===== src/rtl/matrix_sequencer_pkg.sv =====
`default_nettype none
// ============================================================================
//  Module      : matrix_sequencer_pkg
//  Description : Shared constants and types for the matrix instruction
//                sequencer: opcode values, write-data mux selects, default
//                index width and the sequencer state encoding.
//  Revision    : 1.0 - initial release
// ============================================================================
package matrix_sequencer_pkg;

    // Default matrix index width when the instantiating level does not override.
    localparam int C_INDEX_BIT_DEFAULT = 4;

    // Opcode 0 is a plain copy of src1 into dst; 1..7 are handed to the ALU.
    localparam logic [2:0] C_OP_COPY = 3'd0;

    // Write-data mux selects seen by the memory write port.
    localparam logic [1:0] C_WSEL_HOST = 2'b00;
    localparam logic [1:0] C_WSEL_ALU  = 2'b01;
    localparam logic [1:0] C_WSEL_COPY = 2'b10;

    typedef enum logic [1:0] {
        ST_IDLE  = 2'd0,
        ST_ISSUE = 2'd1,
        ST_EXEC  = 2'd2,
        ST_WRITE = 2'd3
    } seq_state_e;

endpackage
`default_nettype wire


===== src/rtl/matrix_sequencer_write_port_arbiter.sv =====
`default_nettype none
// ============================================================================
//  Module      : write_port_arbiter
//  Description : Owner select for the single memory write port, shared by the
//                sequencer write-back and the host loader. The host may write
//                in IDLE, and in EXEC as long as it does not touch a matrix
//                the in-flight instruction reads or writes.
//  Ports       : i state            - sequencer state
//                i is_copy          - in-flight instruction is a COPY
//                i imm              - src2 is generated, not read
//                i src1/src2/dst    - in-flight matrix indices
//                i host_wr_valid    - host write request
//                i host_wr_index    - host target matrix
//                o host_wr_ready    - host write accepted this cycle
//                o write            - memory write index
//                o write_enable     - memory write strobe
//                o wdata_sel        - write-data mux select
//  Revision    : 1.0 - initial release
// ============================================================================
module write_port_arbiter
    import matrix_sequencer_pkg::*;
#(
    parameter int INDEX_BIT = C_INDEX_BIT_DEFAULT
) (
    input  seq_state_e           state,
    input  logic                 is_copy,
    input  logic                 imm,
    input  logic [INDEX_BIT-1:0] src1,
    input  logic [INDEX_BIT-1:0] src2,
    input  logic [INDEX_BIT-1:0] dst,
    input  logic                 host_wr_valid,
    input  logic [INDEX_BIT-1:0] host_wr_index,
    output logic                 host_wr_ready,
    output logic [INDEX_BIT-1:0] write,
    output logic                 write_enable,
    output logic [1:0]           wdata_sel
);

    logic w_host_hazard;
    logic w_host_wr;

    always_comb begin
        // An immediate src2 is never read from memory, so it cannot conflict.
        w_host_hazard = (host_wr_index == src1) ||
                        (host_wr_index == dst)  ||
                        (!imm && (host_wr_index == src2));

        unique case (state)
            ST_IDLE: host_wr_ready = 1'b1;
            ST_EXEC: host_wr_ready = !w_host_hazard;
            default: host_wr_ready = 1'b0;
        endcase

        w_host_wr = host_wr_valid && host_wr_ready;

        write        = '0;
        write_enable = 1'b0;
        wdata_sel    = C_WSEL_HOST;
        // Host is never ready in WRITE, so the two owners cannot collide.
        if (state == ST_WRITE) begin
            write_enable = 1'b1;
            write        = dst;
            wdata_sel    = is_copy ? C_WSEL_COPY : C_WSEL_ALU;
        end else if (w_host_wr) begin
            write_enable = 1'b1;
            write        = host_wr_index;
        end
    end

endmodule
`default_nettype wire


===== src/rtl/matrix_sequencer.sv =====
`default_nettype none
// ============================================================================
//  Module      : matrix_sequencer
//  Description : Single-issue controller that steps one matrix instruction at
//                a time through memory read, ALU execution (watchdog bounded)
//                and write-back, sharing the memory write port with a host.
//  Ports       : CLK, RST (async, active low)
//                instr_*           - instruction valid/ready and fields
//                host_wr_*         - host write request/ready/index
//                read1/read2/write - memory indices
//                write_enable, generated_enable, wdata_sel - memory controls
//                alu_start/alu_op/alu_done - ALU handshake
//                busy, timeout_err, retired - status
//  Revision    : 1.0 - initial release
// ============================================================================
module matrix_sequencer
    import matrix_sequencer_pkg::*;
#(
    parameter int INDEX_BIT = C_INDEX_BIT_DEFAULT,
    parameter int TIMEOUT   = 255
) (
    input  logic                 CLK,
    input  logic                 RST,
    input  logic                 instr_valid,
    output logic                 instr_ready,
    input  logic [2:0]           instr_op,
    input  logic [INDEX_BIT-1:0] instr_dst,
    input  logic [INDEX_BIT-1:0] instr_src1,
    input  logic [INDEX_BIT-1:0] instr_src2,
    input  logic                 instr_imm,
    input  logic                 host_wr_valid,
    output logic                 host_wr_ready,
    input  logic [INDEX_BIT-1:0] host_wr_index,
    output logic [INDEX_BIT-1:0] read1,
    output logic [INDEX_BIT-1:0] read2,
    output logic [INDEX_BIT-1:0] write,
    output logic                 write_enable,
    output logic                 generated_enable,
    output logic [1:0]           wdata_sel,
    output logic                 alu_start,
    output logic [2:0]           alu_op,
    input  logic                 alu_done,
    output logic                 busy,
    output logic                 timeout_err,
    output logic [15:0]          retired
);

    // Watchdog counts completed EXEC cycles from 0; the abort fires on the
    // TIMEOUT-th EXEC cycle, i.e. when the count already equals TIMEOUT-1.
    localparam logic [7:0] C_WD_LAST = 8'(TIMEOUT - 1);

    seq_state_e           state_q, state_d;
    logic [2:0]           op_q, op_d;
    logic [INDEX_BIT-1:0] dst_q, dst_d;
    logic [INDEX_BIT-1:0] src1_q, src1_d;
    logic [INDEX_BIT-1:0] src2_q, src2_d;
    logic                 imm_q, imm_d;
    logic [7:0]           wd_q, wd_d;
    logic                 timeout_err_q, timeout_err_d;
    logic [15:0]          retired_q, retired_d;

    logic                 w_instr_ready;
    logic                 w_is_copy;

    assign w_is_copy     = (op_q == C_OP_COPY);
    // Host has priority over a new instruction while idle.
    assign w_instr_ready = (state_q == ST_IDLE) && !host_wr_valid;

    always_ff @(posedge CLK or negedge RST) begin
        if (!RST) begin
            state_q       <= ST_IDLE;
            op_q          <= '0;
            dst_q         <= '0;
            src1_q        <= '0;
            src2_q        <= '0;
            imm_q         <= 1'b0;
            wd_q          <= '0;
            timeout_err_q <= 1'b0;
            retired_q     <= '0;
        end else begin
            state_q       <= state_d;
            op_q          <= op_d;
            dst_q         <= dst_d;
            src1_q        <= src1_d;
            src2_q        <= src2_d;
            imm_q         <= imm_d;
            wd_q          <= wd_d;
            timeout_err_q <= timeout_err_d;
            retired_q     <= retired_d;
        end
    end

    always_comb begin
        state_d       = state_q;
        op_d          = op_q;
        dst_d         = dst_q;
        src1_d        = src1_q;
        src2_d        = src2_q;
        imm_d         = imm_q;
        wd_d          = wd_q;
        timeout_err_d = timeout_err_q;
        retired_d     = retired_q;

        unique case (state_q)
            ST_IDLE: begin
                if (instr_valid && w_instr_ready) begin
                    op_d    = instr_op;
                    dst_d   = instr_dst;
                    src1_d  = instr_src1;
                    src2_d  = instr_src2;
                    imm_d   = instr_imm;
                    state_d = ST_ISSUE;
                end
            end
            ST_ISSUE: begin
                wd_d    = '0;
                state_d = w_is_copy ? ST_WRITE : ST_EXEC;
            end
            ST_EXEC: begin
                // Completion takes precedence over an expiring watchdog.
                if (alu_done) begin
                    state_d = ST_WRITE;
                end else if (wd_q == C_WD_LAST) begin
                    timeout_err_d = 1'b1;
                    state_d       = ST_IDLE;
                end else begin
                    wd_d = wd_q + 8'd1;
                end
            end
            ST_WRITE: begin
                retired_d = retired_q + 16'd1;
                state_d   = ST_IDLE;
            end
            default: state_d = ST_IDLE;
        endcase
    end

    write_port_arbiter #(
        .INDEX_BIT (INDEX_BIT)
    ) u_write_port_arbiter (
        .state         (state_q),
        .is_copy       (w_is_copy),
        .imm           (imm_q),
        .src1          (src1_q),
        .src2          (src2_q),
        .dst           (dst_q),
        .host_wr_valid (host_wr_valid),
        .host_wr_index (host_wr_index),
        .host_wr_ready (host_wr_ready),
        .write         (write),
        .write_enable  (write_enable),
        .wdata_sel     (wdata_sel)
    );

    assign instr_ready      = w_instr_ready;
    assign read1            = src1_q;
    assign read2            = src2_q;
    // Only drive the generated path while an instruction owns the read ports.
    assign generated_enable = imm_q && (state_q != ST_IDLE);
    assign alu_start        = (state_q == ST_ISSUE) && !w_is_copy;
    assign alu_op           = op_q;
    assign busy             = (state_q != ST_IDLE);
    assign timeout_err      = timeout_err_q;
    assign retired          = retired_q;

endmodule
`default_nettype wire


===== config.mk =====
export PLATFORM = sky130hd
export DESIGN_NAME = matrix_sequencer
export DESIGN_NICKNAME = d
export VERILOG_FILES = /design/src/rtl/matrix_sequencer_pkg.sv /design/src/rtl/matrix_sequencer_write_port_arbiter.sv /design/src/rtl/matrix_sequencer.sv
export SDC_FILE = /design/constraint.sdc
export NUM_CORES = 1
export LEC_CHECK = 0
export CORE_ASPECT_RATIO = 0.7
export CORE_UTILIZATION = 30
export DETAILED_ROUTE_END_ITERATION = 16
export SYNTH_ARGS = -nofsm -noshare
export SYNTH_HDL_FRONTEND = slang
export SYNTH_HIERARCHICAL = 1
export SYNTH_SLANG_ARGS = --single-unit

===== constraint.sdc =====
create_clock -name CLK -period 3.2 [get_ports CLK]
set_input_delay 0.64 -clock CLK [delete_from_list [all_inputs] [get_ports CLK]]
set_output_delay 0.64 -clock CLK [all_outputs]
set_load 0.05 [all_outputs]

# --- After elaboration in Yosys (flattened, before gate mapping) ---
# Cells that the tools add are included.
op_classes:
  addsub: 2
  eq_ne: 11
  n_mux: 15
  bitwise_logic: 1
  reduce_logical: 20
ops:
  columns: ["operator", "n"]
  rows:
  - ["adder 16 x 1 -> 16 bit, second input constant", 1]
  - ["2-to-1 mux 8 bit", 2]
  - ["case mux 8 bit (2 select lines)", 1]
  - ["== test 4 bit", 3]
  - ["2-to-1 mux 2 bit", 5]
  - ["adder 8 x 1 -> 8 bit, second input constant", 1]
  - ["== test 8 bit, second input constant", 1]
  - ["2-to-1 mux 4 bit", 2]
  - ["case mux 2 bit (4 select lines)", 1]
  - ["logical AND 1 bit", 6]
  - ["AND reduction 3 bit", 2]
  - ["== test 2 bit, second input constant", 2]
  - ["logical NOT 1 bit", 4]
  - ["inequality test 2 bit, second input constant", 2]
  - ["AND reduction 2 bit", 2]
  - ["nonzero test 2 bit", 2]
  - ["logical NOT 3 bit", 1]
  - ["2-to-1 mux 1 bit", 3]
  - ["inequality test 3 bit, second input constant", 1]
  - ["== test 2 x 1 -> 1 bit, second input constant", 1]
  - ["logical NOT 2 bit", 1]
  - ["logical OR 1 bit", 2]
  - ["inequality test 2 x 1 -> 1 bit, second input constant", 1]
  - ["case mux 1 bit (2 select lines)", 1]
  - ["inverter 1 bit", 1]
totals:
  reg_bits: 43
  in_bits: 25
  out_inout_bits: 40
  wordCells: 58

# --- Longest topological paths before layout ---
# Gate-level depths: netlist of run 1.
logic_depth:
  depth_word: 8
  ltp_mapped: 7
  depth_no_buf: 6

# --- Cells and area by module ---
# Netlist of run 1, hierarchy kept.
by_module_without_submodules:
  columns: ["mod", "instances", "cells_each", "area_each_um2", "seq_area_each_um2"]
  rows:
  - ["matrix_sequencer", 1, 158, 1963.1, 1076.0]
  - ["write_port_arbiter", 1, 42, 380.4, 0.0]

# --- Worst setup path after synthesis of run 1 ---
# No wires, ideal clock.
synth_path:
  path_type: "input-to-output"
  startpoint: "input port host_wr_index[0]"
  endpoint: "output port write_enable"
  arrival_ns: 2.159
  required_ns: 2.560
  slack_ns: 0.401
  path_stages: 6
  path_buffers: 1
  cell_sequence: "buf_4 xor2_2 nor4_2 a41oi_2 o31ai_4 a31oi_1"
synth_via:
  elab_chain_len: 8
  word_cells_on_any_way: 11
  classes_between: "eq/ne (3); mux (3); reduce/logical (5)"
synth_rtl:
  columns: ["element", "line_no", "text"]
  rows:
  - ["start, declared", "matrix_sequencer.sv:33", "input logic [INDEX_BIT-1:0] host_wr_index,"]
  - ["== test 4 bit, on equally long branches", "matrix_sequencer_write_port_arbiter.sv:44, matrix_sequencer_write_port_arbiter.sv:45, matrix_sequencer_write_port_arbiter.sv:46", null]
  - ["logical OR 1 bit or logical AND 1 bit (tied branches)", "matrix_sequencer_write_port_arbiter.sv:44, matrix_sequencer_write_port_arbiter.sv:46", null]
  - ["logical OR 1 bit (*)", "matrix_sequencer_write_port_arbiter.sv:45", "(host_wr_index == dst) ||"]
  - ["logical NOT 1 bit (*)", "matrix_sequencer_write_port_arbiter.sv:50", "ST_EXEC: host_wr_ready = !w_host_hazard;"]
  - ["case mux 1 bit (2 select lines) (*)", "matrix_sequencer_write_port_arbiter.sv:48", "unique case (state)"]
  - ["logical AND 1 bit (*)", "matrix_sequencer_write_port_arbiter.sv:54", "w_host_wr = host_wr_valid && host_wr_ready;"]
  - ["2-to-1 mux 1 bit (*)", "matrix_sequencer_write_port_arbiter.sv:64", "end else if (w_host_wr) begin"]
  - ["2-to-1 mux 1 bit (*)", "matrix_sequencer_write_port_arbiter.sv:60", "if (state == ST_WRITE) begin"]
  - ["end, declared", "matrix_sequencer.sv:37", "output logic write_enable,"]
# Every way passes the cells marked *; elsewhere a longest branch is shown, timed or not.

# --- Worst setup path after layout of run 1 ---
layout_path:
  startpoint: "input port host_wr_index[1]"
  endpoint: "output port write[3]"
layout_via:
  elab_chain_len: 8
  word_cells_on_any_way: 11
  classes_between: "eq/ne (3); mux (3); reduce/logical (5)"
layout_rtl:
  columns: ["element", "line_no", "text"]
  rows:
  - ["== test 4 bit, on equally long branches", "matrix_sequencer_write_port_arbiter.sv:44, matrix_sequencer_write_port_arbiter.sv:45, matrix_sequencer_write_port_arbiter.sv:46", null]
  - ["logical OR 1 bit or logical AND 1 bit (tied branches)", "matrix_sequencer_write_port_arbiter.sv:44, matrix_sequencer_write_port_arbiter.sv:46", null]
  - ["logical OR 1 bit (*)", "matrix_sequencer_write_port_arbiter.sv:45", null]
  - ["logical NOT 1 bit (*)", "matrix_sequencer_write_port_arbiter.sv:50", null]
  - ["case mux 1 bit (2 select lines) (*)", "matrix_sequencer_write_port_arbiter.sv:48", null]
  - ["logical AND 1 bit (*)", "matrix_sequencer_write_port_arbiter.sv:54", null]
  - ["2-to-1 mux 4 bit (*)", "matrix_sequencer_write_port_arbiter.sv:64", null]
  - ["2-to-1 mux 4 bit (*)", "matrix_sequencer_write_port_arbiter.sv:60", null]
  - ["end, declared", "matrix_sequencer.sv:36", "output logic [INDEX_BIT-1:0] write,"]
# Marks and branches as above.

==> report_table.html, run 1 <==
<table>
<tr><th>Metric</th><th>Value</th></tr>
<tr><th colspan="2">Yosys</th></tr>
<tr><td>Cell type contributing the most total cell area after synthesis</td><td>sky130_fd_sc_hd__dfrtp_1</td></tr>
<tr><td>Yosys warning count</td><td>6</td></tr>
<tr><td>Post-synthesis cell type count</td><td>43</td></tr>
<tr><td>Post-synth top flop</td><td>sky130_fd_sc_hd__dfrtp_1</td></tr>
<tr><td>Average footprint of a synthesized cell</td><td>11.72 µm²</td></tr>
<tr><td>Top cells by area in the synthesized netlist</td><td>sky130_fd_sc_hd__dfrtp_1, sky130_fd_sc_hd__mux2_2, sky130_fd_sc_hd__xnor2_1</td></tr>
<tr><td>Share of flip-flops with an asynchronous set or reset</td><td>100.0%</td></tr>
<tr><td>Gate Count Post-Synth</td><td>200</td></tr>
<tr><td>Number of synthesized register bits</td><td>43</td></tr>
<tr><td>Share of the yosys chip area belonging to registers</td><td>45.92%</td></tr>
<tr><td>Total standard cell area after synthesis</td><td>2343 µm²</td></tr>
<tr><td>Area fraction of the dominant cell type after synthesis</td><td>45.92%</td></tr>
<tr><td>Number of flops mapped to enable cells by yosys</td><td>0</td></tr>
<tr><td>Nets in the synthesized netlist</td><td>228</td></tr>
<tr><th colspan="2">Cells and area</th></tr>
<tr><td>Final Instance Count excl. Fillers</td><td>362</td></tr>
<tr><td>Total non-filler cell area in the finished layout</td><td>3179 µm²</td></tr>
<tr><td>Area of the multi-input gates</td><td>1156 µm²</td></tr>
<tr><td>Leading cell type in the layout, fill and taps excluded</td><td>sky130_fd_sc_hd__clkdlybuf4s50_1</td></tr>
<tr><td>Number of nets in the layout</td><td>291</td></tr>
<tr><td>Top library cells by usage in the layout, fill and taps aside</td><td>sky130_fd_sc_hd__clkdlybuf4s50_1, sky130_fd_sc_hd__dfrtp_1, sky130_fd_sc_hd__mux2_2</td></tr>
<tr><td>Fraction of layout cells with a size suffix above 1</td><td>21.59%</td></tr>
<tr><td>Synthesis-to-finish area growth</td><td>35.66%</td></tr>
<tr><td>Count of filler cells inserted in the layout</td><td>731</td></tr>
<tr><td>Sequential cell area</td><td>1076 µm²</td></tr>
<tr><td>Antenna diodes</td><td>0</td></tr>
<tr><th colspan="2">Timing</th></tr>
<tr><td>Measured slew at the worst slew-check pin</td><td>0.9858 ns</td></tr>
<tr><td>Final hold slack</td><td>0.4576 ns</td></tr>
<tr><td>Worst slew margin</td><td>34.28%</td></tr>
<tr><td>Final min period</td><td>3.015 ns</td></tr>
<tr><td>Setup repair after global routing missed its margin</td><td>false</td></tr>
<tr><td>Fin Setup TNS</td><td>0 ns</td></tr>
<tr><td>Setup ws final</td><td>0.1850 ns</td></tr>
<tr><td>Final count of pins violating max slew</td><td>0</td></tr>
<tr><td>Crit share post-route</td><td>94.22%</td></tr>
<tr><td>Total of endpoints with negative setup slack in the final report</td><td>0</td></tr>
<tr><td>Achievable frequency</td><td>331.7 MHz</td></tr>
<tr><td>Maximum clock skew at final layout</td><td>0.01034 ns</td></tr>
<tr><td>Hold Vio Cnt, Final</td><td>0</td></tr>
<tr><th colspan="2">GRT</th></tr>
<tr><td>Wire length of the first global-routing pass</td><td>8.970 mm</td></tr>
<tr><td>Maximum number of pins on one net before global-route repair</td><td>44</td></tr>
<tr><td>GRT met1 Usage</td><td>23.12%</td></tr>
<tr><td>GRT Resource Usage Total</td><td>14.38%</td></tr>
<tr><td>Most congested layer reported by global routing</td><td>met1</td></tr>
<tr><td>Global routing met3 resource utilization</td><td>2.754%</td></tr>
<tr><td>GR Overflow Total</td><td>0</td></tr>
<tr><td>Vias in the first global route</td><td>1659</td></tr>
<tr><td>Number of antenna violations at the first check in global routing</td><td>0</td></tr>
<tr><td>Grt met2 use</td><td>18.53%</td></tr>
<tr><th colspan="2">Clock network</th></tr>
<tr><td>Setup Buffers After CTS</td><td>0</td></tr>
<tr><td>Clk Latency, worst-skew pair</td><td>0.30 ns</td></tr>
<tr><td>CTS tree</td><td>done</td></tr>
<tr><td>Number of buffers on the longest clock path</td><td>2</td></tr>
<tr><td>Root buffer selected by CTS</td><td>sky130_fd_sc_hd__clkbuf_8</td></tr>
<tr><td>Hold-fix buffers at CTS</td><td>0</td></tr>
<tr><td>Clock sink count</td><td>43</td></tr>
<tr><td>CTS buffer count</td><td>5</td></tr>
<tr><td>Post-cts sizing count</td><td>0</td></tr>
<tr><td>Maximum level of the CTS H-tree</td><td>2</td></tr>
<tr><td>Clock Pin Slew Worst Setup and Hold Paths</td><td>0.08 ns</td></tr>
<tr><th colspan="2">Flow run</th></tr>
<tr><td>Max cap viols</td><td>0</td></tr>
<tr><th colspan="2">Power and ir drop</th></tr>
<tr><td>Net switching power</td><td>0.001443 W</td></tr>
<tr><td>Worst IR drop on VDD</td><td>0.6255 mV</td></tr>
<tr><td>Switching portion of total power</td><td>48.10%</td></tr>
<tr><td>Part of the power in registers</td><td>30.4%</td></tr>
<tr><td>Leakage dissipation</td><td>1.321 nW</td></tr>
<tr><td>Proportion of power drawn by combinational gates</td><td>58.1%</td></tr>
<tr><td>Internal power</td><td>0.001557 W</td></tr>
<tr><td>Clock power frac</td><td>11.5%</td></tr>
<tr><td>Cell area power density</td><td>943.8 nW/µm²</td></tr>
<tr><th colspan="2">Detailed routing</th></tr>
<tr><td>Remaining DRCs</td><td>0</td></tr>
<tr><td>Total detailed-routing wirelength</td><td>5.455 mm</td></tr>
<tr><td>DRC violation total after the first TritonRoute iteration</td><td>86</td></tr>
<tr><td>Drt wl/cell</td><td>15.07 µm</td></tr>
<tr><td>Antenna-violating nets left</td><td>0</td></tr>
<tr><td>Via Count</td><td>1711</td></tr>
<tr><td>Count of TritonRoute iterations in the first routing pass</td><td>4</td></tr>
<tr><td>Routed vias/inst</td><td>4.727</td></tr>
<tr><th colspan="2">Floorplanning</th></tr>
<tr><td>Die outline width</td><td>107.6 µm</td></tr>
<tr><td>Effective utilization at floorplan</td><td>31.60%</td></tr>
<tr><td>Total die area</td><td>8175 µm²</td></tr>
<tr><td>Chip height</td><td>75.95 µm</td></tr>
<tr><td>Cell row count</td><td>26</td></tr>
<tr><td>Core ar.</td><td>7417 µm²</td></tr>
<tr><td>Number of ports placed on the die boundary</td><td>65</td></tr>
<tr><th colspan="2">Worst setup path</th></tr>
<tr><td>WP data required</td><td>2.56 ns</td></tr>
<tr><td>Crit path kind</td><td>in -&gt; out</td></tr>
<tr><td>Number of buffers and inverters on the critical path</td><td>2</td></tr>
<tr><td>Worst endpoint data arrival time</td><td>2.37 ns</td></tr>
<tr><td>Sort of element at the end of the critical path</td><td>output pin</td></tr>
<tr><td>Standard cell with the maximum stage delay on the critical path</td><td>sky130_fd_sc_hd__clkdlybuf4s50_1</td></tr>
<tr><td>Worst path cell trace</td><td>clkdlybuf4s50_1, xor2_2, nor4_2, a41oi_2, o31ai_4, o31ai_2, buf_12</td></tr>
<tr><td>Crit-path max cell delay</td><td>0.63 ns</td></tr>
<tr><td>Worst-path maximum fanout</td><td>6</td></tr>
<tr><td>Kind of start point of the critical path</td><td>input port</td></tr>
<tr><td>Cell family contributing the most delay on the critical path</td><td>buffers and inverters</td></tr>
<tr><th colspan="2">Placement</th></tr>
<tr><td>Port Buffer Count</td><td>64</td></tr>
<tr><td>Post-DP HPWL</td><td>4.166 mm</td></tr>
<tr><td>Setup slack at placement</td><td>0.1737 ns</td></tr>
<tr><td>Instance area at placement</td><td>3094 µm²</td></tr>
<tr><td>Dpl cells</td><td>354</td></tr>
<tr><td>Final weighted congestion in routability-driven placement</td><td>0.7836</td></tr>
<tr><th colspan="2">Hold path</th></tr>
<tr><td>Path type of the worst min-delay path</td><td>reg -&gt; reg</td></tr>
<tr><th colspan="2">Status</th></tr>
<tr><td>Outcome</td><td>completed</td></tr>
</table>
-- per-stage QoR --
stage	power, W	util, %
after detailed placement	0.002678	41.72
after global routing	0.003150	42.86
final	0.003001	42.86
after floorplan	0.002038	-
after global placement	0.002670	41.72
after CTS	0.003026	42.86
-- registers in the layout, indices dropped and copies added, names as in the netlist --
register     count
retired         16
wd_q             8
dst_q            4
read1            4
read2            4
alu_op           3
state_q          2
imm_q            1
timeout_err      1
-- worst reg2reg max path: stages, from the launching register on --
cell                      delay (ns)
sky130_fd_sc_hd__dfrtp_1        0.45
sky130_fd_sc_hd__buf_4          0.24
sky130_fd_sc_hd__nor3_1         0.24
sky130_fd_sc_hd__and2_1         0.17
sky130_fd_sc_hd__buf_4          0.26
sky130_fd_sc_hd__mux2_2         0.37
-- power groups by stage --
| stage | logic [W] | clock network, W | registers (W) |
|---|---|---|---|
| after floorplan | 0.000843 | 0 | 0.00120 |
| after global placement | 0.00175 | 0 | 0.000923 |
| after detailed placement | 0.00175 | 0 | 0.000925 |
| after CTS | 0.00176 | 0.000357 | 0.000913 |
| after global routing | 0.00183 | 0.000377 | 0.000938 |
| final | 0.00174 | 0.000345 | 0.000912 |
-- cells in the mapped netlist (2+ instances only) --
library cell / count
sky130_fd_sc_hd__ha_1: 3
sky130_fd_sc_hd__buf_2: 2
sky130_fd_sc_hd__xor2_1: 7
sky130_fd_sc_hd__nor3_1: 6
sky130_fd_sc_hd__nand3_1: 12
sky130_fd_sc_hd__xor2_2: 4
sky130_fd_sc_hd__o31ai_2: 4
sky130_fd_sc_hd__a21oi_1: 4
sky130_fd_sc_hd__mux2_2: 17
sky130_fd_sc_hd__a32oi_1: 4
sky130_fd_sc_hd__mux2i_1: 5
sky130_fd_sc_hd__and2_1: 3
sky130_fd_sc_hd__nor2_1: 6
sky130_fd_sc_hd__or3_1: 2
sky130_fd_sc_hd__and3_1: 3
sky130_fd_sc_hd__buf_4: 6
sky130_fd_sc_hd__inv_1: 5
sky130_fd_sc_hd__buf_6: 3
sky130_fd_sc_hd__nor4_4: 2
sky130_fd_sc_hd__o21ai_0: 3
sky130_fd_sc_hd__xnor2_1: 16
sky130_fd_sc_hd__nand4_1: 6
sky130_fd_sc_hd__dfrtp_1: 43
sky130_fd_sc_hd__nand2_1: 15
-- area by class of cell --
cell class / instances / area share (%)
inverters: 5 / 0.5903
flip-flops and latches: 43 / 33.84
multi-input cells: 140 / 36.36
clock inverters: 2 / 0.3935
clock buffers: 6 / 2.283
repair buffers: 68 / 22.67
well taps: 98 / 3.857
-- path summary, 6_finish.rpt --
check | start | endpoint | slack (ns) | cells past startpoint
worst max-delay path | host_wr_index[1] | write[3] | 0.19 | 7
worst min register to register | timeout_err | timeout_err | 0.46 | 1
max in group asynchronous | RST | dst_q[0] | 2.08 | 1
worst max register to register | state_q[0] | dst_q[2] | 1.35 | 5
min in group asynchronous | RST | read1[0] | 0.50 | 1
worst min-delay path | timeout_err | timeout_err | 0.46 | 1
-- kinds of logic (layout without fill, tap and decap cells) --
family / after synthesis / after routing / synth area share [%]
xor gates and xnor gates: 27 / 27 / 11.37
muxes: 22 / 22 / 10.30
adders and majority gates: 3 / 3 / 1.602
DFF: 43 / 43 / 45.92
buffers and inverters: 17 / 81 / 4.751
AOI/OAI and AO/OA: 23 / 23 / 8.757
and+or+nand+nor: 65 / 65 / 17.30
-- per-layer routing --
layer  share of wire, %  vias to the layer above
met2                 40                       36
met3                3.7                        4
met5                  0                        -
met1                 55                      838
li1                   -                      833
met4                1.0                        0
Power figures use the tool's default switching activity.
==> inputs of run 2 (changes only) <==
--- a/config.mk
+++ b/config.mk
@@ -6,6 +6,7 @@
 export NUM_CORES = 1
 export LEC_CHECK = 0
 export CORE_ASPECT_RATIO = 0.7
+export CORE_MARGIN = 4
 export CORE_UTILIZATION = 30
 export DETAILED_ROUTE_END_ITERATION = 16
 export SYNTH_ARGS = -nofsm -noshare
==> run 2 against run 1 <==
Routed wire length rose by 1.7%. Critical endpoint is now write[1]. Sequential power rose by 2%. Sequential share of layout area fell by 0.25 points. Design area rose by 0.75%. Utilization rose by 0.13 points. Die area rose by 14%.
==> report_table.html, run 2 (synthesis gave the netlist of run 1 again) <==
<table>
<tr><th>Metric</th><th>Value</th></tr>
<tr><th colspan="2">Worst setup path</th></tr>
<tr><td>Crit-path max cell delay</td><td>0.63 ns (about the same)</td></tr>
<tr><td>Crit path kind</td><td>in -&gt; out</td></tr>
<tr><td>Worst path cell trace</td><td>clkdlybuf4s50_1, xor2_2, nor4_2, a41oi_2, o31ai_4, o31ai_2, buf_12</td></tr>
<tr><td>Kind of start point of the critical path</td><td>input port</td></tr>
<tr><td>Standard cell with the maximum stage delay on the critical path</td><td>sky130_fd_sc_hd__clkdlybuf4s50_1</td></tr>
<tr><td>Worst endpoint data arrival time</td><td>2.36 ns (about the same)</td></tr>
<tr><td>Sort of element at the end of the critical path</td><td>output pin</td></tr>
<tr><td>WP data required</td><td>2.56 ns (about the same)</td></tr>
<tr><td>Cells on worst reg2reg path</td><td>4 (-1)</td></tr>
<tr><td>Worst-path maximum fanout</td><td>6 (unchanged)</td></tr>
<tr><th colspan="2">Clock network</th></tr>
<tr><td>CTS tree</td><td>done</td></tr>
<tr><td>Clock sink count</td><td>43 (unchanged)</td></tr>
<tr><td>Maximum level of the CTS H-tree</td><td>2 (unchanged)</td></tr>
<tr><td>Clk Latency, worst-skew pair</td><td>0.30 ns (about the same)</td></tr>
<tr><td>Clock Pin Slew Worst Setup and Hold Paths</td><td>0.09 ns (about the same)</td></tr>
<tr><td>Root buffer selected by CTS</td><td>sky130_fd_sc_hd__clkbuf_8</td></tr>
<tr><td>Setup Buffers After CTS</td><td>0 (unchanged)</td></tr>
<tr><td>Number of buffers on the longest clock path</td><td>2 (unchanged)</td></tr>
<tr><td>CTS buffer count</td><td>5 (unchanged)</td></tr>
<tr><td>Hold-fix buffers at CTS</td><td>0 (unchanged)</td></tr>
<tr><td>Post-cts sizing count</td><td>0 (unchanged)</td></tr>
<tr><th colspan="2">Timing</th></tr>
<tr><td>Crit share post-route</td><td>93.87% (-0.35 points)</td></tr>
<tr><td>Hold Vio Cnt, Final</td><td>0 (unchanged)</td></tr>
<tr><td>Measured slew at the worst slew-check pin</td><td>0.9544 ns (-0.03148 ns)</td></tr>
<tr><td>Achievable frequency</td><td>332.9 MHz (+0.37%)</td></tr>
<tr><td>Total of endpoints with negative setup slack in the final report</td><td>0 (unchanged)</td></tr>
<tr><td>Setup repair after global routing missed its margin</td><td>false</td></tr>
<tr><td>Maximum clock skew at final layout</td><td>0.008083 ns (-0.002260 ns)</td></tr>
<tr><td>Worst slew margin</td><td>36.38% (+2.1 points)</td></tr>
<tr><td>Final count of pins violating max slew</td><td>0 (unchanged)</td></tr>
<tr><td>Final min period</td><td>3.004 ns (-0.01108 ns)</td></tr>
<tr><td>Fin Setup TNS</td><td>0 ns (unchanged)</td></tr>
<tr><th colspan="2">Detailed routing</th></tr>
<tr><td>Remaining DRCs</td><td>0 (unchanged)</td></tr>
<tr><td>Count of TritonRoute iterations in the first routing pass</td><td>4 (unchanged)</td></tr>
<tr><td>Routed vias/inst</td><td>4.691 (-0.74%)</td></tr>
<tr><td>Via Count</td><td>1703 (-0.47%)</td></tr>
<tr><td>Antenna-violating nets left</td><td>0 (unchanged)</td></tr>
<tr><td>DRC violation total after the first TritonRoute iteration</td><td>82 (-4.7%)</td></tr>
<tr><td>Drt wl/cell</td><td>15.29 µm (+1.4%)</td></tr>
<tr><td>Total detailed-routing wirelength</td><td>5.549 mm (+1.7%)</td></tr>
<tr><th colspan="2">Placement</th></tr>
<tr><td>Final weighted congestion in routability-driven placement</td><td>0.8144 (+3.9%)</td></tr>
<tr><td>Port Buffer Count</td><td>64 (unchanged)</td></tr>
<tr><td>Post-DP HPWL</td><td>4.264 mm (+2.3%)</td></tr>
<tr><th colspan="2">Floorplanning</th></tr>
<tr><td>Total die area</td><td>9312 µm² (+14%)</td></tr>
<tr><td>Chip height</td><td>81.95 µm (+7.9%)</td></tr>
<tr><td>Cell row count</td><td>26 (unchanged)</td></tr>
<tr><td>Effective utilization at floorplan</td><td>31.46% (-0.14 points)</td></tr>
<tr><td>Die outline width</td><td>113.6 µm (+5.6%)</td></tr>
<tr><td>Core ar.</td><td>7450 µm² (+0.44%)</td></tr>
<tr><td>Number of ports placed on the die boundary</td><td>65 (unchanged)</td></tr>
<tr><th colspan="2">GRT</th></tr>
<tr><td>GR Overflow Total</td><td>0 (unchanged)</td></tr>
<tr><td>GRT met1 Usage</td><td>19.32% (-3.8 points)</td></tr>
<tr><td>GRT Resource Usage Total</td><td>12.54% (-1.8 points)</td></tr>
<tr><td>Most congested layer reported by global routing</td><td>met1</td></tr>
<tr><td>Global routing met3 resource utilization</td><td>2.356% (-0.40 points)</td></tr>
<tr><td>Grt met2 use</td><td>16.98% (-1.5 points)</td></tr>
<tr><td>Wire length of the first global-routing pass</td><td>8.983 mm (+0.14%)</td></tr>
<tr><td>Vias in the first global route</td><td>1646 (-0.78%)</td></tr>
<tr><td>Number of antenna violations at the first check in global routing</td><td>0 (unchanged)</td></tr>
<tr><td>Maximum number of pins on one net before global-route repair</td><td>44 (unchanged)</td></tr>
<tr><th colspan="2">Power and ir drop</th></tr>
<tr><td>Cell area power density</td><td>947.9 nW/µm² (+0.44%)</td></tr>
<tr><td>Worst IR drop on VDD</td><td>0.7348 mV (+17%)</td></tr>
<tr><td>Leakage dissipation</td><td>1.331 nW (+0.73%)</td></tr>
<tr><th colspan="2">Cells and area</th></tr>
<tr><td>Number of flip-flops under the largest register name</td><td>16 (unchanged)</td></tr>
<tr><td>Antenna diodes</td><td>0 (unchanged)</td></tr>
<tr><td>Top library cells by usage in the layout, fill and taps aside</td><td>sky130_fd_sc_hd__clkdlybuf4s50_1, sky130_fd_sc_hd__dfrtp_1, sky130_fd_sc_hd__mux2_2</td></tr>
<tr><td>Synthesis-to-finish area growth</td><td>36.68%</td></tr>
<tr><td>Sequential cell area</td><td>1076 µm² (unchanged)</td></tr>
<tr><td>Core Util, Final</td><td>43.00% (+0.13 points)</td></tr>
<tr><td>Fraction of layout cells with a size suffix above 1</td><td>21.89% (+0.30 points)</td></tr>
<tr><td>Area of the multi-input gates</td><td>1156 µm² (unchanged)</td></tr>
<tr><td>Count of filler cells inserted in the layout</td><td>714 (-2.3%)</td></tr>
<tr><td>Number of nets in the layout</td><td>292 (+0.34%)</td></tr>
<tr><td>Leading cell type in the layout, fill and taps excluded</td><td>sky130_fd_sc_hd__clkdlybuf4s50_1</td></tr>
<tr><th colspan="2">Status</th></tr>
<tr><td>Outcome</td><td>completed</td></tr>
<tr><th colspan="2">Hold path</th></tr>
<tr><td>Path type of the worst min-delay path</td><td>reg -&gt; reg</td></tr>
<tr><td>WHS Path Cells</td><td>1 (unchanged)</td></tr>
<tr><th colspan="2">Flow run</th></tr>
<tr><td>Max cap viols</td><td>0 (unchanged)</td></tr>
</table>
==> run 2: changes by cell type in the layout (fill, tap and decap cells not counted), sizes merged <==
cell / previous run / this run
clkdlybuf4s50: 55 / 56
==> run 2: final cells by class <==
cell class / count / area share (%)
Clock buffer: 6 / 2.578
Clock inverter: 2 / 0.5078
Inverter: 5 / 0.5859
Multi-Input combinational cell: 140 / 36.09
Sequential cell: 43 / 33.59
Tap cell: 98 / 3.828
Timing Repair Buffer: 69 / 22.81
==> run 2: path summary, 6_finish.rpt <==
path / slack (ns) / start / to
max in group asynchronous: 2.12 / RST / dst_q[1]
hold / removal: 0.47 / retired[15] / retired[15]
min in group asynchronous: 0.48 / RST / read2[2]
hold reg to reg: 0.47 / retired[15] / retired[15]
setup / recovery: 0.20 / host_wr_index[0] / write[1]
setup reg to reg: 1.52 / state_q[1] / dst_q[3]
==> run 2: per-layer routing <==
| metal | vias to the layer above | part of all wire, % | wire length, µm |
|---|---|---|---|
| li1 | 837 | - | - |
| met1 | 826 | 54 | 2996 |
| met2 | 35 | 40 | 2209 |
| met3 | 5 | 4.9 | 271 |
| met4 | 0 | 1.3 | 71 |
| met5 | - | 0 | 0 |
==> run 2: critical path, delay by kind of cell <==
kind,cells,cell delay (ns)
buffers and inverters,2,0.81
AND/OR/NAND/NOR,1,0.07
AO/OA/AOI/OAI,3,0.67
XOR/XNOR,1,0.17
==> run 2: through the flow <==
| stage | hold slack, ns | setup slack (ns) | power (W) | std cells | instance area, µm² |
|---|---|---|---|---|---|
| after floorplan | 0.3444 | 0.4013 | 0.002038 | 200 | 2344 |
| after global placement | 0.4455 | 0.2057 | 0.002684 | 355 | 3104 |
| after detailed placement | 0.4525 | 0.1931 | 0.002690 | 355 | 3104 |
| after CTS | 0.4737 | 0.1928 | 0.003069 | 363 | 3203 |
| after global routing | 0.4967 | 0.06240 | 0.003210 | 363 | 3203 |
| final | 0.4730 | 0.1961 | 0.003036 | 363 | 3203 |
==> run 2: power by group <==
part	internal, W	switching, W	total (W)
combinational	0.000711	0.00103	0.00174
clock	0.000176	0.000193	0.000370
sequential	0.000702	0.000226	0.000928
total	0.00159	0.00145	0.00304
==> inputs of run 3 (changes only) <==
--- a/config.mk
+++ b/config.mk
@@ -5,6 +5,7 @@
 export SDC_FILE = /design/constraint.sdc
 export NUM_CORES = 1
 export LEC_CHECK = 0
+export ABC_CLOCK_PERIOD_IN_PS = 3200
 export CORE_ASPECT_RATIO = 0.7
 export CORE_MARGIN = 4
 export CORE_UTILIZATION = 30
==> results of run 3 <==
No change in the layout: final DEF, timing and power equal those of run 2.
==> variant (config.mk and constraints of run 1) <==
The 4 states of `seq_state_e` get a one-hot encoding in 4 bits.
--- a/src/rtl/matrix_sequencer_pkg.sv
+++ b/src/rtl/matrix_sequencer_pkg.sv
@@ -20,9 +20,9 @@
     localparam logic [1:0] C_WSEL_COPY = 2'b10;
 
-    typedef enum logic [1:0] {
-        ST_IDLE  = 2'd0,
-        ST_ISSUE = 2'd1,
-        ST_EXEC  = 2'd2,
-        ST_WRITE = 2'd3
+    typedef enum logic [3:0] {
+        ST_IDLE  = 4'b0001,
+        ST_ISSUE = 4'b0010,
+        ST_EXEC  = 4'b0100,
+        ST_WRITE = 4'b1000
     } seq_state_e;
 
Behaviour: same outputs for any inputs over 10 cycles, from zero or initial values and one cycle with RST low; not proved beyond that.
==> variant against run 1 <==
  * Final area is 0.63% lower
  * Fmax fell by 1.1%
  * Area after synthesis fell by 0.27%
  * Worst hold slack better by 0.023 ns
  * Wire length decreased by 4.4%
  * Sequential cell count up 2
  * Register-to-register slack worse by 0.39 ns
  * Worst setup slack worse by 0.035 ns
Power is not compared: it rests on default switching activity, and its combinational part moved more than twofold at a synthesized area within 25%.
==> variant: results (changes against run 1) <==
| Metric | Value |
|---|---|
| Ant. Diodes | `0 (unchanged)` |
| Net switching power of the design | `602.0 uW` |
| Share of synthesized area occupied by flip-flops and latches | `48.23% (+2.3 points)` |
| Number of buffers inserted to repair setup after CTS | `0 (unchanged)` |
| Number of buffers inserted during clock tree synthesis | `5 (unchanged)` |
| Data arrival time of the critical path | `2.41 ns (+0.04 ns)` |
| Final routed DRC violation total | `0 (unchanged)` |
| Run status | `finished clean` |
| Global-route usage over all layers | `13.52% (-0.86 points)` |
| Clock latency at the later pin of the worst-skew pair | `0.30 ns (about the same)` |
| Number of DRC markers after the initial detailed-route iteration | `101 (+17%)` |
| Number of antenna violations at the first check in global routing | `0 (unchanged)` |
| VDD IR-drop max | `0.3938 mV` |
| Weighted congestion reported at the end of routability-driven placement | `0.8242 (+5.2%)` |
| Max stage delay on crit path | `0.82 ns (+0.19 ns)` |
| Maximum level of the CTS H-tree | `2 (unchanged)` |
| Via count of the first global-routing pass | `1690 (+1.9%)` |
| Clock transition at the registers of the reported paths | `0.09 ns` |
| Actual transition at the worst max-transition pin | `0.9982 ns (+0.01240 ns)` |
| Pin count of the biggest net entering global routing | `46 (+4.5%)` |
| Detailed placement HPWL | `3832 um (-8.0%)` |
| Final Total Pwr | `1.627 mW` |
| Final clock skew | `0.01433 ns (+0.003987 ns)` |
| Layout cell share with drive strength beyond 1 | `17.86% (-3.7 points)` |
| Yosys synthesis warning count | `6 (unchanged)` |
| Crit-path max FO | `11 (+5)` |
| Most numerous cell types in the synthesized netlist | `sky130_fd_sc_hd__dfrtp_1, sky130_fd_sc_hd__xnor2_1, sky130_fd_sc_hd__nand2_1` |
| Async set-reset flop share out of synthesis | `100.0% (unchanged)` |
| First-pass GRT wire length | `8349 um (-6.9%)` |
| Critical-path cell with the highest stage delay | `sky130_fd_sc_hd__clkdlybuf4s50_1` |
| Largest cells by area after synthesis | `sky130_fd_sc_hd__dfrtp_1, sky130_fd_sc_hd__xnor2_1, sky130_fd_sc_hd__mux2_2, sky130_fd_sc_hd__nand2_1, sky130_fd_sc_hd__o21ai_0` |
| Post-synth cell types | `49 (+14%)` |
| Clk Tree Root Cell | `sky130_fd_sc_hd__clkbuf_8` |
| Final #Nets | `308 (+5.8%)` |
| Type of the most critical hold path | `reg -> reg` |
| Initial DRT Pass Iterations | `5 (+1)` |
| Vias after detailed routing | `1817 (+6.2%)` |
| Power consumed by sequential cells | `720 uW` |
| Synthesized net count | `240 (+5.3%)` |
| Detailed-route wire length | `5214 um (-4.4%)` |
| Power dissipated in combinational cells | `565 uW` |
-- variant: cell types whose count changed after synthesis, sizes merged, moves of 5 or more --
cell          run 1  this run
nor2              6        11
xor2             11         4
o31ai             5         0
nor4b             0         5
nor3              7         2
xnor2            16        23
buf              12         3
o21ai             4        14
-- variant: kinds of logic after synthesis --
family	after synthesis	synth area share, %
compound gates	30	8.673
xor+xnor	27	10.12
fa+ha+maj	3	1.606
buf+inv	9	1.874
flops	45	48.23
mux	18	8.619
simple gates	80	20.88
-- variant: final timing paths --
kind	startpoint	end	slack, ns	cells past startpoint
setup / recovery	state_q[0]	instr_ready	0.15	3
hold / removal	retired[15]	retired[15]	0.48	1
setup reg to reg	state_q[2]	wd_q[7]	0.96	4
hold reg to reg	retired[15]	retired[15]	0.48	1
max in group asynchronous	RST	alu_op[1]	2.07	1
min in group asynchronous	RST	retired[4]	0.50	1
-- variant: area by class of cell --
type                    instances  area [sq um]
repair buffers                 66         640.6
well taps                      98         122.6
fillers                       730          4258
clock inverters                 1         8.758
flip-flops and latches         45          1127
inverters                       4         15.01
clock buffers                   6         72.57
multi-input cells             158          1172
-- variant: routing by layer --
metal	GRT usage, %	wire (um)	vias to the layer above
met3	5.047	391	4
met4	2.740	21	0
li1	-	-	900
met5	0	0	-
met2	19.30	2029	50
met1	19.42	2772	863
-- variant: metrics by stage --
step	setup slack (ns)	instances	hold slack, ns	area [sq um]
floorplan	0.3363	212	0.3444	2344
global placement	0.3150	371	0.4579	3078
detailed placement	0.3090	371	0.4572	3078
CTS	0.1252	378	0.4821	3159
global route	0.07049	378	0.5016	3159
finish	0.1502	378	0.4804	3159
